==> config.mk <==
export PLATFORM = sky130hd
export DESIGN_NAME = avalon_msg_limiter_flat
export DESIGN_NICKNAME = d
export VERILOG_FILES = /design/src/rtl/avalon_st_if.sv /design/src/rtl/avalon_msg_limiter.sv /design/src/flat_wrapper.sv
export SDC_FILE = /design/constraint.sdc
export NUM_CORES = 1
export LEC_CHECK = 0
export CORE_MARGIN = 8
export CORE_UTILIZATION = 45
export DETAILED_ROUTE_END_ITERATION = 10
export DONT_BUFFER_PORTS = 1
export PLACE_DENSITY = 0.58
export SLEW_MARGIN = 20
export SYNTH_ARGS = -nofsm -noshare
export SYNTH_HDL_FRONTEND = slang
export SYNTH_SLANG_ARGS = --single-unit
==> constraint.sdc <==
create_clock -name clk -period 3.8 [get_ports clk]
set_clock_uncertainty 0.05 [all_clocks]
set_input_delay 0.38 -clock clk [delete_from_list [all_inputs] [get_ports clk]]
set_output_delay 0.38 -clock clk [all_outputs]
set_load 0.005 [all_outputs]
==> src/rtl/avalon_st_if.sv <==
// Avalon-ST message stream bundle: payload and framing flow master -> slave,
// ready flows back.
interface avalon_st_if #(
    parameter int DATA_W  = 32,
    parameter int EMPTY_W = 2
);
    logic               valid;
    logic               ready;
    logic               sop;
    logic               eop;
    logic [EMPTY_W-1:0] empty;
    logic [DATA_W-1:0]  data;

    modport master (output valid, sop, eop, empty, data, input ready);
    modport slave  (input valid, sop, eop, empty, data, output ready);
endinterface

==> src/rtl/avalon_msg_limiter.sv <==
// Forwards Avalon-ST messages through a one-deep output register, cutting any
// message longer than MAX_WORDS and discarding its tail; reports each length.
module avalon_msg_limiter #(
    parameter int MAX_WORDS = 16,
    parameter int CNT_WIDTH = $clog2(MAX_WORDS + 1),
    parameter int DATA_W    = 32,
    parameter int EMPTY_W   = 2
) (
    input  logic                 clk,
    input  logic                 rst,
    avalon_st_if.slave           in_msg,
    avalon_st_if.master          out_msg,
    output logic                 truncated_error,
    output logic                 last_msg_valid,
    output logic [CNT_WIDTH-1:0] last_msg_words
);

    typedef enum logic [1:0] {
        IDLE   = 2'd0,
        IN_MSG = 2'd1,
        DROP   = 2'd2
    } state_t;

    localparam logic [CNT_WIDTH-1:0] MAX_C = CNT_WIDTH'(MAX_WORDS);
    localparam logic [CNT_WIDTH-1:0] ONE_C = CNT_WIDTH'(1);

    state_t               state_q, state_d;
    logic [CNT_WIDTH-1:0] cnt_q, cnt_d;
    logic                 out_valid_q, out_valid_d;
    logic                 out_sop_q, out_sop_d;
    logic                 out_eop_q, out_eop_d;
    logic [EMPTY_W-1:0]   out_empty_q, out_empty_d;
    logic [DATA_W-1:0]    out_data_q, out_data_d;
    logic                 trunc_q, trunc_d;
    logic                 lmv_q, lmv_d;
    logic [CNT_WIDTH-1:0] lmw_q, lmw_d;

    logic                 in_ready;
    logic                 accept;
    logic                 fwd;
    logic                 force_eop;
    logic                 report;
    logic [CNT_WIDTH-1:0] rep_len;
    logic [CNT_WIDTH-1:0] cnt_inc;

    // DROP never stalls upstream: the discarded tail does not touch the output register.
    assign in_ready = (state_q == DROP) ? 1'b1 : (~out_valid_q | out_msg.ready);
    assign accept   = in_msg.valid & in_ready;
    assign cnt_inc  = cnt_q + ONE_C;

    assign in_msg.ready    = in_ready;
    assign out_msg.valid   = out_valid_q;
    assign out_msg.sop     = out_sop_q;
    assign out_msg.eop     = out_eop_q;
    assign out_msg.empty   = out_empty_q;
    assign out_msg.data    = out_data_q;
    assign truncated_error = trunc_q;
    assign last_msg_valid  = lmv_q;
    assign last_msg_words  = lmw_q;

    always_comb begin
        state_d     = state_q;
        cnt_d       = cnt_q;
        out_valid_d = out_valid_q;
        out_sop_d   = out_sop_q;
        out_eop_d   = out_eop_q;
        out_empty_d = out_empty_q;
        out_data_d  = out_data_q;
        fwd         = 1'b0;
        force_eop   = 1'b0;
        report      = 1'b0;
        trunc_d     = 1'b0;
        rep_len     = lmw_q;

        if (out_valid_q && out_msg.ready) begin
            out_valid_d = 1'b0;
        end

        case (state_q)
            IDLE: begin
                // Words without sop here are stray tails and are silently dropped.
                if (accept && in_msg.sop) begin
                    fwd   = 1'b1;
                    cnt_d = ONE_C;
                    if (in_msg.eop) begin
                        report  = 1'b1;
                        rep_len = ONE_C;
                    end else if (MAX_WORDS == 1) begin
                        force_eop = 1'b1;
                        trunc_d   = 1'b1;
                        report    = 1'b1;
                        rep_len   = ONE_C;
                        state_d   = DROP;
                    end else begin
                        state_d = IN_MSG;
                    end
                end
            end
            IN_MSG: begin
                if (accept) begin
                    fwd   = 1'b1;
                    cnt_d = cnt_inc;
                    if (in_msg.eop) begin
                        report  = 1'b1;
                        rep_len = cnt_inc;
                        state_d = IDLE;
                    end else if (cnt_inc == MAX_C) begin
                        force_eop = 1'b1;
                        trunc_d   = 1'b1;
                        report    = 1'b1;
                        rep_len   = MAX_C;
                        state_d   = DROP;
                    end
                end
            end
            DROP: begin
                if (accept && in_msg.eop) begin
                    state_d = IDLE;
                end
            end
            default: begin
                state_d = IDLE;
            end
        endcase

        if (fwd) begin
            out_valid_d = 1'b1;
            out_sop_d   = in_msg.sop;
            out_eop_d   = force_eop ? 1'b1 : in_msg.eop;
            out_empty_d = force_eop ? '0 : in_msg.empty;
            out_data_d  = in_msg.data;
        end

        lmv_d = report;
        lmw_d = rep_len;
    end

    always_ff @(posedge clk or negedge rst) begin
        if (!rst) begin
            state_q     <= IDLE;
            cnt_q       <= '0;
            out_valid_q <= 1'b0;
            out_sop_q   <= 1'b0;
            out_eop_q   <= 1'b0;
            out_empty_q <= '0;
            out_data_q  <= '0;
            trunc_q     <= 1'b0;
            lmv_q       <= 1'b0;
            lmw_q       <= '0;
        end else begin
            state_q     <= state_d;
            cnt_q       <= cnt_d;
            out_valid_q <= out_valid_d;
            out_sop_q   <= out_sop_d;
            out_eop_q   <= out_eop_d;
            out_empty_q <= out_empty_d;
            out_data_q  <= out_data_d;
            trunc_q     <= trunc_d;
            lmv_q       <= lmv_d;
            lmw_q       <= lmw_d;
        end
    end

endmodule

==> src/flat_wrapper.sv <==
// flat-port wrapper written by rule: the top's interface ports become plain ports
module avalon_msg_limiter_flat 
#(
    parameter int MAX_WORDS = 16,
    parameter int CNT_WIDTH = $clog2(MAX_WORDS + 1),
    parameter int DATA_W    = 32,
    parameter int EMPTY_W   = 2
)
  (clk, rst, truncated_error, last_msg_valid, last_msg_words, in_msg_valid, in_msg_sop, in_msg_eop, in_msg_empty, in_msg_data, in_msg_ready, out_msg_valid, out_msg_sop, out_msg_eop, out_msg_empty, out_msg_data, out_msg_ready);
  avalon_st_if #(.DATA_W(DATA_W), .EMPTY_W(EMPTY_W)) in_msg_i ();
  avalon_st_if #(.DATA_W(DATA_W), .EMPTY_W(EMPTY_W)) out_msg_i ();
  input  logic clk;
  input  logic rst;
  output logic truncated_error;
  output logic last_msg_valid;
  output logic [CNT_WIDTH-1:0] last_msg_words;
  input wire logic [$bits(in_msg_i.valid)-1:0] in_msg_valid;
  input wire logic [$bits(in_msg_i.sop)-1:0] in_msg_sop;
  input wire logic [$bits(in_msg_i.eop)-1:0] in_msg_eop;
  input wire logic [$bits(in_msg_i.empty)-1:0] in_msg_empty;
  input wire logic [$bits(in_msg_i.data)-1:0] in_msg_data;
  output wire logic [$bits(in_msg_i.ready)-1:0] in_msg_ready;
  output wire logic [$bits(out_msg_i.valid)-1:0] out_msg_valid;
  output wire logic [$bits(out_msg_i.sop)-1:0] out_msg_sop;
  output wire logic [$bits(out_msg_i.eop)-1:0] out_msg_eop;
  output wire logic [$bits(out_msg_i.empty)-1:0] out_msg_empty;
  output wire logic [$bits(out_msg_i.data)-1:0] out_msg_data;
  input wire logic [$bits(out_msg_i.ready)-1:0] out_msg_ready;
  assign in_msg_i.valid = in_msg_valid;
  assign in_msg_i.sop = in_msg_sop;
  assign in_msg_i.eop = in_msg_eop;
  assign in_msg_i.empty = in_msg_empty;
  assign in_msg_i.data = in_msg_data;
  assign in_msg_ready = in_msg_i.ready;
  assign out_msg_valid = out_msg_i.valid;
  assign out_msg_sop = out_msg_i.sop;
  assign out_msg_eop = out_msg_i.eop;
  assign out_msg_empty = out_msg_i.empty;
  assign out_msg_data = out_msg_i.data;
  assign out_msg_i.ready = out_msg_ready;
  avalon_msg_limiter #(.MAX_WORDS(MAX_WORDS), .CNT_WIDTH(CNT_WIDTH), .DATA_W(DATA_W), .EMPTY_W(EMPTY_W)) u_core (.clk(clk), .rst(rst), .in_msg(in_msg_i), .out_msg(out_msg_i), .truncated_error(truncated_error), .last_msg_valid(last_msg_valid), .last_msg_words(last_msg_words));
endmodule
==> flow_summary.yaml, run 1 <==
logic_synthesis:
  synth_cell_types: 26
  synth.top_cell.area_share: 0.614
  synth_warnings: 0
  async_flop_share: 1.00
  synth_edf_count: 0
  synth_area_per_cell_sq_um: 13.8
  synthCells: 151
  synth_area_sq_um: 2080
  synth_seq_cells: 51
  synth-main-ff-cell: "dfrtp_1"
  synth_area_leaders: "dfrtp_1 61%, mux2_2 21%, nand2_1 2.2%"
  synth_top_area_cell: "dfrtp_1"
  seq_area_frac_synth: 0.614
  yosysMostFrequentCell: "dfrtp_1"
  synth_common_cells: "51 x dfrtp_1, 38 x mux2_2, 12 x nand2_1"
  synth_nets: 192
floorplan:
  rows: 24
  die_w_um: 84.0
  die_area_sq_um: 7050
  core_area_sq_um: 4410
  boundaryPins: 85
  die-height_um: 84.0
  initial_core_util: 0.471
worst_setup_path:
  max_stage_delay_ns: 0.54
  cp-start-kind: "flop"
  r2r_slack_ns: 1.80
  critPathSlowestCell: "o2111ai_4"
  crit_path_end_kind: "flop"
  timing.rr.end: "u_core.out_msg.data[31]"
  timing.rr.start: "u_core.state_q[0]"
  critPathMaxFanout: 32
  critPathKind: "reg2reg"
  critPathArrivalTime_ns: 2.13
  r2r_cells: 3
  path_cells: "o2111ai_4 -> buf_4 -> mux2_2"
  crit_required_ns: 3.93
grt:
  grt_use_total: 0.122
  overflow: 0
  grt_max_degree: 52
  grt_pass1_wl_mm: 7.00
  antenna_found_initial: 0
  first_global_vias: 1351
clock_network:
  cts.sinks: 51
  numCtsBuffers: 5
  cts_tree: "built"
  htreeDepth: 2
  clkLatencyLatePin_ns: 0.30
  clk_pin_slew_ns: 0.08
  root_buffer: "clkbuf_8"
  clockBufferDepth: 2
  post_cts_buffers: 0
detailed_routing:
  route.vias.total: 1180
  dr.first_iter.drc_count: 52
  first_pass_iters: 4
  routed_wl_mm: 4.25
  wl_per_cell_um: 20.3
  route.detailed.drc: 0
  via_per_inst: 5.65
  antenna_left: 0
layout:
  drive_gt1_frac: 0.312
  diodes: 0
  area_growth_syn_to_layout_pct: 8.85
  final_nets: 197
  layout.cells.non_filler: 209
timing:
  rsz0062_at_grt: "false"
  final-max-slew-violation-count: 0
  period_share: 0.527
  report.final.setup_viol: 0
  finalSetupTns_ns: 0
  worst_pin_slew_ns: 0.633
  timing.fmax_mhz: 500
  slew-limit-headroom: 0.574
  worst_slack_ns: 1.80
  finalHoldViolCount: 0
  fin_crit_ns: 2.00
power:
  power_leakage_nw: 0.973
  powerDensity_nw_per_um2: 648
  ir_drop_mv: 0.324
  p_total_w: 0.00147
run:
  drv_cap: 0
placement:
  hpwlAfterDp_mm: 3.23
  placed_cells: 199
  gp_congestion: 0.804
  port_buffers: 0
  place_ws_ns: 1.76
outcome:
  status: "finished clean"
worst_hold_path:
  hp-start: "in_msg_eop"
  whs_path_depth: 1
  worstHoldEndpoint: "u_core.truncated_error"
  hold_path_class: "in2reg"
==> stage by stage <==
step	util	cell area, sq um	hold slack [ns]
after global placement	0.486	2140	0.0360
final	0.512	2260	0.163
after global routing	0.512	2260	0.157
after detailed placement	0.486	2140	0.0362
after CTS	0.512	2260	0.154
after floorplan	-	2080	0.0344
==> registers in the layout, indices dropped and copies added, names as in the netlist <==
signal,flops
u_core.cnt_q,5
u_core.last_msg_valid,1
u_core.last_msg_words,5
u_core.out_msg.data,32
u_core.out_msg.empty,2
u_core.out_msg.eop,1
u_core.out_msg.sop,1
u_core.out_msg.valid,1
u_core.state_q,2
u_core.truncated_error,1
==> what timing repair did <==
| action | CTS | global route |
|---|---|---|
| resized for setup | 0 | 0 |
| hold endpoints to repair | 51 | 0 |
| hold buffers | 2 | 0 |
==> worst max path at each step <==
| stage | start | to | slack, ns | cells after the start |
|---|---|---|---|---|
| 6_report | u_core.state_q[0] | u_core.out_msg.data[31] | 1.80 | 3 |
| 5_1_grt | u_core.state_q[0] | u_core.out_msg.data[29] | 1.66 | 3 |
| 4_1_cts | u_core.state_q[0] | u_core.out_msg.data[6] | 1.76 | 3 |
| 3_5_place_dp | u_core.state_q[0] | u_core.out_msg.data[6] | 1.76 | 3 |
| 3_3_place_gp | u_core.state_q[0] | u_core.out_msg.data[22] | 1.84 | 3 |
| 2_1_floorplan | out_msg_ready | u_core.cnt_q[0] | 2.07 | 5 |
==> cells by family (layout without fill, tap and decap cells) <==
group	Yosys count	in the layout	share of synthesized area
adders and majority gates	1	1	0.00602
muxes	38	38	0.206
DFF	51	51	0.614
buffers and inverters	9	15	0.0193
AOI/OAI and AO/OA	18	18	0.0704
and+or+nand+nor	32	32	0.0759
xor gates and xnor gates	2	2	0.00843
==> metal layers <==
metal,vias up,track usage,routed length (um),part of all wire
li1,542,-,-,-
met1,578,0.119,1540,0.36
met2,54,0.203,2110,0.50
met3,6,0.0781,560,0.13
met4,0,0.0455,44,0.010
met5,-,0,0,0
==> cells in the final DEF, fill, tap and decap left out <==
master	n
nor4_1	1
nand2b_1	5
or4_1	1
clkbuf_8	5
xor2_1	1
o2111ai_4	1
a21oi_1	2
dlygate4sd3_1	1
clkinv_2	1
o21ai_0	6
nor3_1	2
o32ai_4	1
nand3_1	5
a22o_1	1
clkbuf_1	2
nor2_1	3
buf_16	1
mux2_2	38
and2b_1	2
dfrtp_1	51
nand2_1	12
buf_4	1
a21o_1	1
or2_1	1
a31oi_1	1
xnor2_1	1
a32oi_2	1
ha_1	1
o31ai_1	3
inv_1	4
o311ai_0	1
==> where the power goes <==
part | total (W) | switching (W) | internal [W]
registers | 0.000866 | 0.000156 | 0.000710
logic | 0.000311 | 0.000137 | 0.000174
clock network | 0.000289 | 0.000160 | 0.000129
==> worst max-delay path, delay by kind of cell, from the launching register on <==
kind                   cells  cell delay, ns
DFF                        1            0.46
AOI/OAI and AO/OA          1            0.54
buffers and inverters      1            0.45
muxes                      1            0.38
==> final cells by class <==
type                    count  area (sq um)
repair buffers              3          45.0
flip-flops and latches     51          1280
fillers                   399          2150
well taps                  52          65.1
inverters                   4          15.0
multi-input cells          91           779
clock inverters             1          5.00
clock buffers               7          76.3
(Power assumes the default switching activity.)
==> run 2: changes to the inputs <==
- PLACE_DENSITY: 0.58 -> 0.6
- clock period: 3.8 -> 1.84 ns (I/O delays scaled with it)
==> flow_summary.yaml, run 2 (same netlist as run 1, synthesis figures left out) <==
outcome:
  status: "finished clean"
clock_network:
  clockBufferDepth: 2
  root_buffer: "clkbuf_8"
  clkLatencyLatePin_ns: 0.30
  cts_tree: "built"
  htreeDepth: 2
  cts.sinks: 51
  numCtsBuffers: 5
  clk_pin_slew_ns: 0.09
placement:
  placed_cells: 207
  port_buffers: 0
  hpwlAfterDp_mm: 3.40
  gp_congestion: 0.801
  placed_cell_area_sq_um: 2200
worst_hold_path:
  hold_path_class: "in2reg"
  hp-start: "in_msg_sop"
  worstHoldEndpoint: "u_core.out_msg.sop"
  whs_path_depth: 2
worst_setup_path:
  critPathSlowestCell: "dfrtp_1"
  max_stage_delay_ns: 0.44
  timing.rr.start: "u_core.cnt_q[1]"
  critPathMaxFanout: 6
  critPathArrivalTime_ns: 1.88
  cp_top_family: "flip-flops"
  timing.rr.end: "u_core.last_msg_words[2]"
  r2r_slack_ns: 0.09
  crit_required_ns: 1.98
  crit_buf_inv: 0
  cp-start-kind: "flop"
  r2r_cells: 4
  critPathKind: "reg2reg"
  crit_path_end_kind: "flop"
  path_cells: "ha_1 -> nand2_1 -> o32ai_4 -> mux2_2"
grt:
  grt_max_degree: 52
  grt_use_total: 0.146
  overflow: 0
  grt_pass1_wl_mm: 8.24
  antenna_found_initial: 0
  first_global_vias: 1606
floorplan:
  initial_core_util: 0.471
  core_area_sq_um: 4410
  rows: 24
  die_w_um: 84.0
  die_area_sq_um: 7050
  die-height_um: 84.0
  boundaryPins: 85
timing:
  slew-limit-headroom: 0.745
  period_share: 0.950
  finalHoldViolCount: 0
  timing.fmax_mhz: 572
  rsz0062_at_grt: "false"
  report.final.setup_viol: 0
  worst_pin_slew_ns: 0.382
  final-max-slew-violation-count: 0
  fin_crit_ns: 1.75
  finalSetupTns_ns: 0
layout:
  largest_reg_flops: 32
  diodes: 0
  drive_gt1_frac: 0.325
  final_nets: 246
  mostFrequentLayoutCell: "dfrtp_1"
  area_growth_syn_to_layout_pct: 32.3
  layout.cells.non_filler: 258
  final_area_sq_um: 2750
  final_cell_mix: "49 x dfrtp_1, 38 x mux2_2, 37 x dlygate4sd3_1, 14 x buf_4, 12 x nand2_1"
detailed_routing:
  route.detailed.drc: 0
  route.vias.total: 1378
  routed_wl_mm: 4.96
  first_pass_iters: 4
  antenna_left: 0
  dr.first_iter.drc_count: 52
  via_per_inst: 5.34
  wl_per_cell_um: 19.2
run:
  drv_cap: 0
power:
  power_leakage_nw: 1.19
  powerDensity_nw_per_um2: 1200
  p_total_w: 0.00330
  ir_drop_mv: 0.682
==> run 2: worst max-delay path by stage <==
stage / start / end / cells after the start
after floorplan: u_core.cnt_q[0] / u_core.last_msg_words[0] / 4
after global placement: u_core.cnt_q[4] / u_core.last_msg_words[1] / 4
after detailed placement: u_core.cnt_q[4] / u_core.last_msg_words[2] / 4
after CTS: u_core.state_q[1] / u_core.last_msg_words[2] / 4
after global routing: u_core.cnt_q[1] / u_core.last_msg_words[2] / 4
final: u_core.cnt_q[1] / u_core.last_msg_words[2] / 4
==> run 2: layer usage <==
| layer | GRT usage | vias up | routed length (um) |
|---|---|---|---|
| li1 | - | 638 | - |
| met1 | 0.137 | 691 | 1660 |
| met2 | 0.267 | 43 | 2810 |
| met3 | 0.0693 | 6 | 430 |
| met4 | 0.0502 | 0 | 59 |
| met5 | 0 | - | 0 |
==> run 2: layout make-up <==
cell class              instances  area (sq um)
fillers                       354          1660
flip-flops and latches         51          1280
multi-input cells              91           785
repair buffers                 52           503
clock buffers                   7          96.3
well taps                      52          65.1
inverters                       4          15.0
clock inverters                 1          7.51
==> run 2: through the flow <==
stage	hold slack (ns)	utilization	worst slack (ns)
after CTS	0.00512	0.615	0.0214
after detailed placement	-0.160	0.499	0.00829
after global placement	-0.160	0.499	0.0863
final	0.0117	0.623	0.0916
after global routing	0.0201	0.623	0.00690
after floorplan	-0.162	-	0.119
==> run 2: power breakdown <==
part	internal, W	switching, W	leakage, nW
Sequential	0.00147	0.000325	0.615
Combinational	0.000480	0.000342	0.529
Clock	0.000342	0.000342	0.0505
Total	0.00229	0.00101	1.19
==> run 2: repair_timing <==
action	4_1_cts	5_1_grt
buffers inserted	1	4
hold buffers	38	0
pin swaps	1	1
gates resized for setup	0	3
setup endpoints to repair	5	5
hold endpoints to repair	87	0
==> run 3: changes to the inputs <==
- CORE_UTILIZATION: 45 -> 32
- PLACE_DENSITY: 0.6 -> 0.45
==> flow_summary.yaml, run 3 (same netlist as run 1, synthesis figures left out) <==
timing:
  finalSetupTns_ns: 0
  fin_crit_ns: 1.78
  final-max-slew-violation-count: 0
  period_share: 0.967
  timing.fmax_mhz: 562
  report.final.setup_viol: 0
  worst_pin_slew_ns: 0.405
  rsz0062_at_grt: "false"
  finalHoldViolCount: 0
  slew-limit-headroom: 0.730
  finalHoldWorstSlack_ns: 0.0205
clock_network:
  clk_pin_slew_ns: 0.09
  htreeDepth: 2
  cts.sinks: 51
  numCtsBuffers: 5
  clkLatencyLatePin_ns: 0.29
  cts_tree: "built"
  root_buffer: "clkbuf_8"
  clockBufferDepth: 2
detailed_routing:
  routed_wl_mm: 4.84
  first_pass_iters: 4
  dr.first_iter.drc_count: 38
  wl_per_cell_um: 17.5
  antenna_left: 0
  route.vias.total: 1358
  route.detailed.drc: 0
  via_per_inst: 4.90
worst_hold_path:
  whs_path_depth: 2
  hp-start: "in_msg_valid"
  hold_path_class: "in2reg"
  worstHoldEndpoint: "u_core.out_msg.sop"
floorplan:
  die_area_sq_um: 9330
  rows: 29
  boundaryPins: 85
  core_area_sq_um: 6310
  initial_core_util: 0.329
  die_w_um: 96.6
  die-height_um: 96.6
grt:
  use_met3: 0.0402
  grt_max_degree: 52
  overflow: 0
  grt_pass1_wl_mm: 7.85
  antenna_found_initial: 0
  top_usage_layer: "met2"
  grt_use_total: 0.110
  grt_use_met2: 0.190
  first_global_vias: 1560
  grt_util_met1: 0.120
worst_setup_path:
  r2r_slack_ns: 0.06
  crit_path_end_kind: "flop"
  critPathArrivalTime_ns: 1.91
  timing.rr.end: "u_core.last_msg_words[2]"
  crit_required_ns: 1.97
  cp-start-kind: "flop"
  path_cells: "and2b_1 -> nand3_2 -> o32ai_4 -> mux2_2"
  timing.rr.start: "u_core.state_q[1]"
  critPathKind: "reg2reg"
  r2r_cells: 4
  critPathMaxFanout: 7
  critPathSlowestCell: "dfrtp_2"
  max_stage_delay_ns: 0.45
run:
  drv_cap: 0
layout:
  final_cell_mix: "49 x dfrtp_1, 38 x mux2_2, 36 x dlygate4sd3_1, 12 x nand2_1, 9 x buf_4"
  mostFrequentLayoutCell: "dfrtp_1"
  final_area_sq_um: 2750
  diodes: 0
  area_growth_syn_to_layout_pct: 32.2
  largest_reg_flops: 32
  register_area_sq_um: 1280
  multi_input_area_sq_um: 785
  final.fill_count: 563
  drive_gt1_frac: 0.310
  final_nets: 240
outcome:
  status: "finished clean"
placement:
  port_buffers: 0
  placed_cell_area_sq_um: 2230
  gp_congestion: 0.695
  hpwlAfterDp_mm: 3.23
power:
  powerDensity_nw_per_um2: 1220
  power_leakage_nw: 1.18
  ir_drop_mv: 0.570
==> run 3: cell count changes in the layout (fill, tap and decap cells not counted) <==
cell           previous run  this run
clkbuf_8                  7         6
clkinv_2                  0         1
buf_4                    14         9
bufinv_16                 0         1
dlygate4sd3_1            37        36
clkinvlp_4                1         0
==> run 3: final cells by class <==
| class | count | share of cell area |
|---|---|---|
| multi-input cells | 91 | 0.286 |
| flip-flops and latches | 51 | 0.465 |
| repair buffers | 46 | 0.166 |
| clock inverters | 2 | 0.0128 |
| clock buffers | 6 | 0.0301 |
| inverters | 4 | 0.00546 |
| well taps | 77 | 0.0351 |
==> run 3: per-layer routing <==
layer  wire [um]  part of all wire  vias to the layer above
met1        1770              0.37                      672
met5           0                 0                        -
met3         481             0.099                        4
met4          55             0.011                        0
met2        2530              0.52                       58
li1            -                 -                      624
==> run 3: how the worst max path moves through the flow <==
stage | startpoint | end | slack (ns)
6_report | u_core.state_q[1] | u_core.last_msg_words[2] | 0.06
5_1_grt | u_core.state_q[1] | u_core.last_msg_words[3] | 0.002
4_1_cts | u_core.cnt_q[3] | u_core.last_msg_words[2] | 0.05
3_5_place_dp | u_core.cnt_q[3] | u_core.last_msg_words[2] | 0.08
3_3_place_gp | u_core.cnt_q[4] | u_core.last_msg_words[2] | 0.13
2_1_floorplan | u_core.cnt_q[0] | u_core.last_msg_words[0] | 0.12
==> run 3: repair_timing <==
| action | in CTS | in global routing |
|---|---|---|
| hold endpoints to repair | 86 | 0 |
| setup buffers | 0 | 1 |
| hold buffers | 37 | 0 |
| endpoints found under the setup margin | 0 | 5 |
| resized for setup | 0 | 3 |
==> run 3: where the power goes <==
| group | internal [W] | total (W) | switching (W) | leakage (nW) |
|---|---|---|---|---|
| logic | 0.000449 | 0.000772 | 0.000322 | 0.500 |
| registers | 0.00147 | 0.00178 | 0.000313 | 0.614 |
| clock network | 0.000440 | 0.000787 | 0.000347 | 0.0612 |
==> run 3: through the flow <==
step | total power [W] | utilization | std cells | setup slack (ns)
floorplan | 0.00224 | - | 151 | 0.119
detailed placement | 0.00250 | 0.353 | 231 | 0.0780
finish | 0.00334 | 0.435 | 277 | 0.0606
global route | 0.00358 | 0.435 | 277 | 0.00177
CTS | 0.00340 | 0.433 | 276 | 0.0542
global placement | 0.00247 | 0.353 | 231 | 0.128
==> run 3: critical path, delay by kind of cell, from the launching register on <==
family	cells	cell delay, ns
muxes	1	0.38
and+or+nand+nor	2	0.36
DFF	1	0.45
AOI/OAI and AO/OA	1	0.44
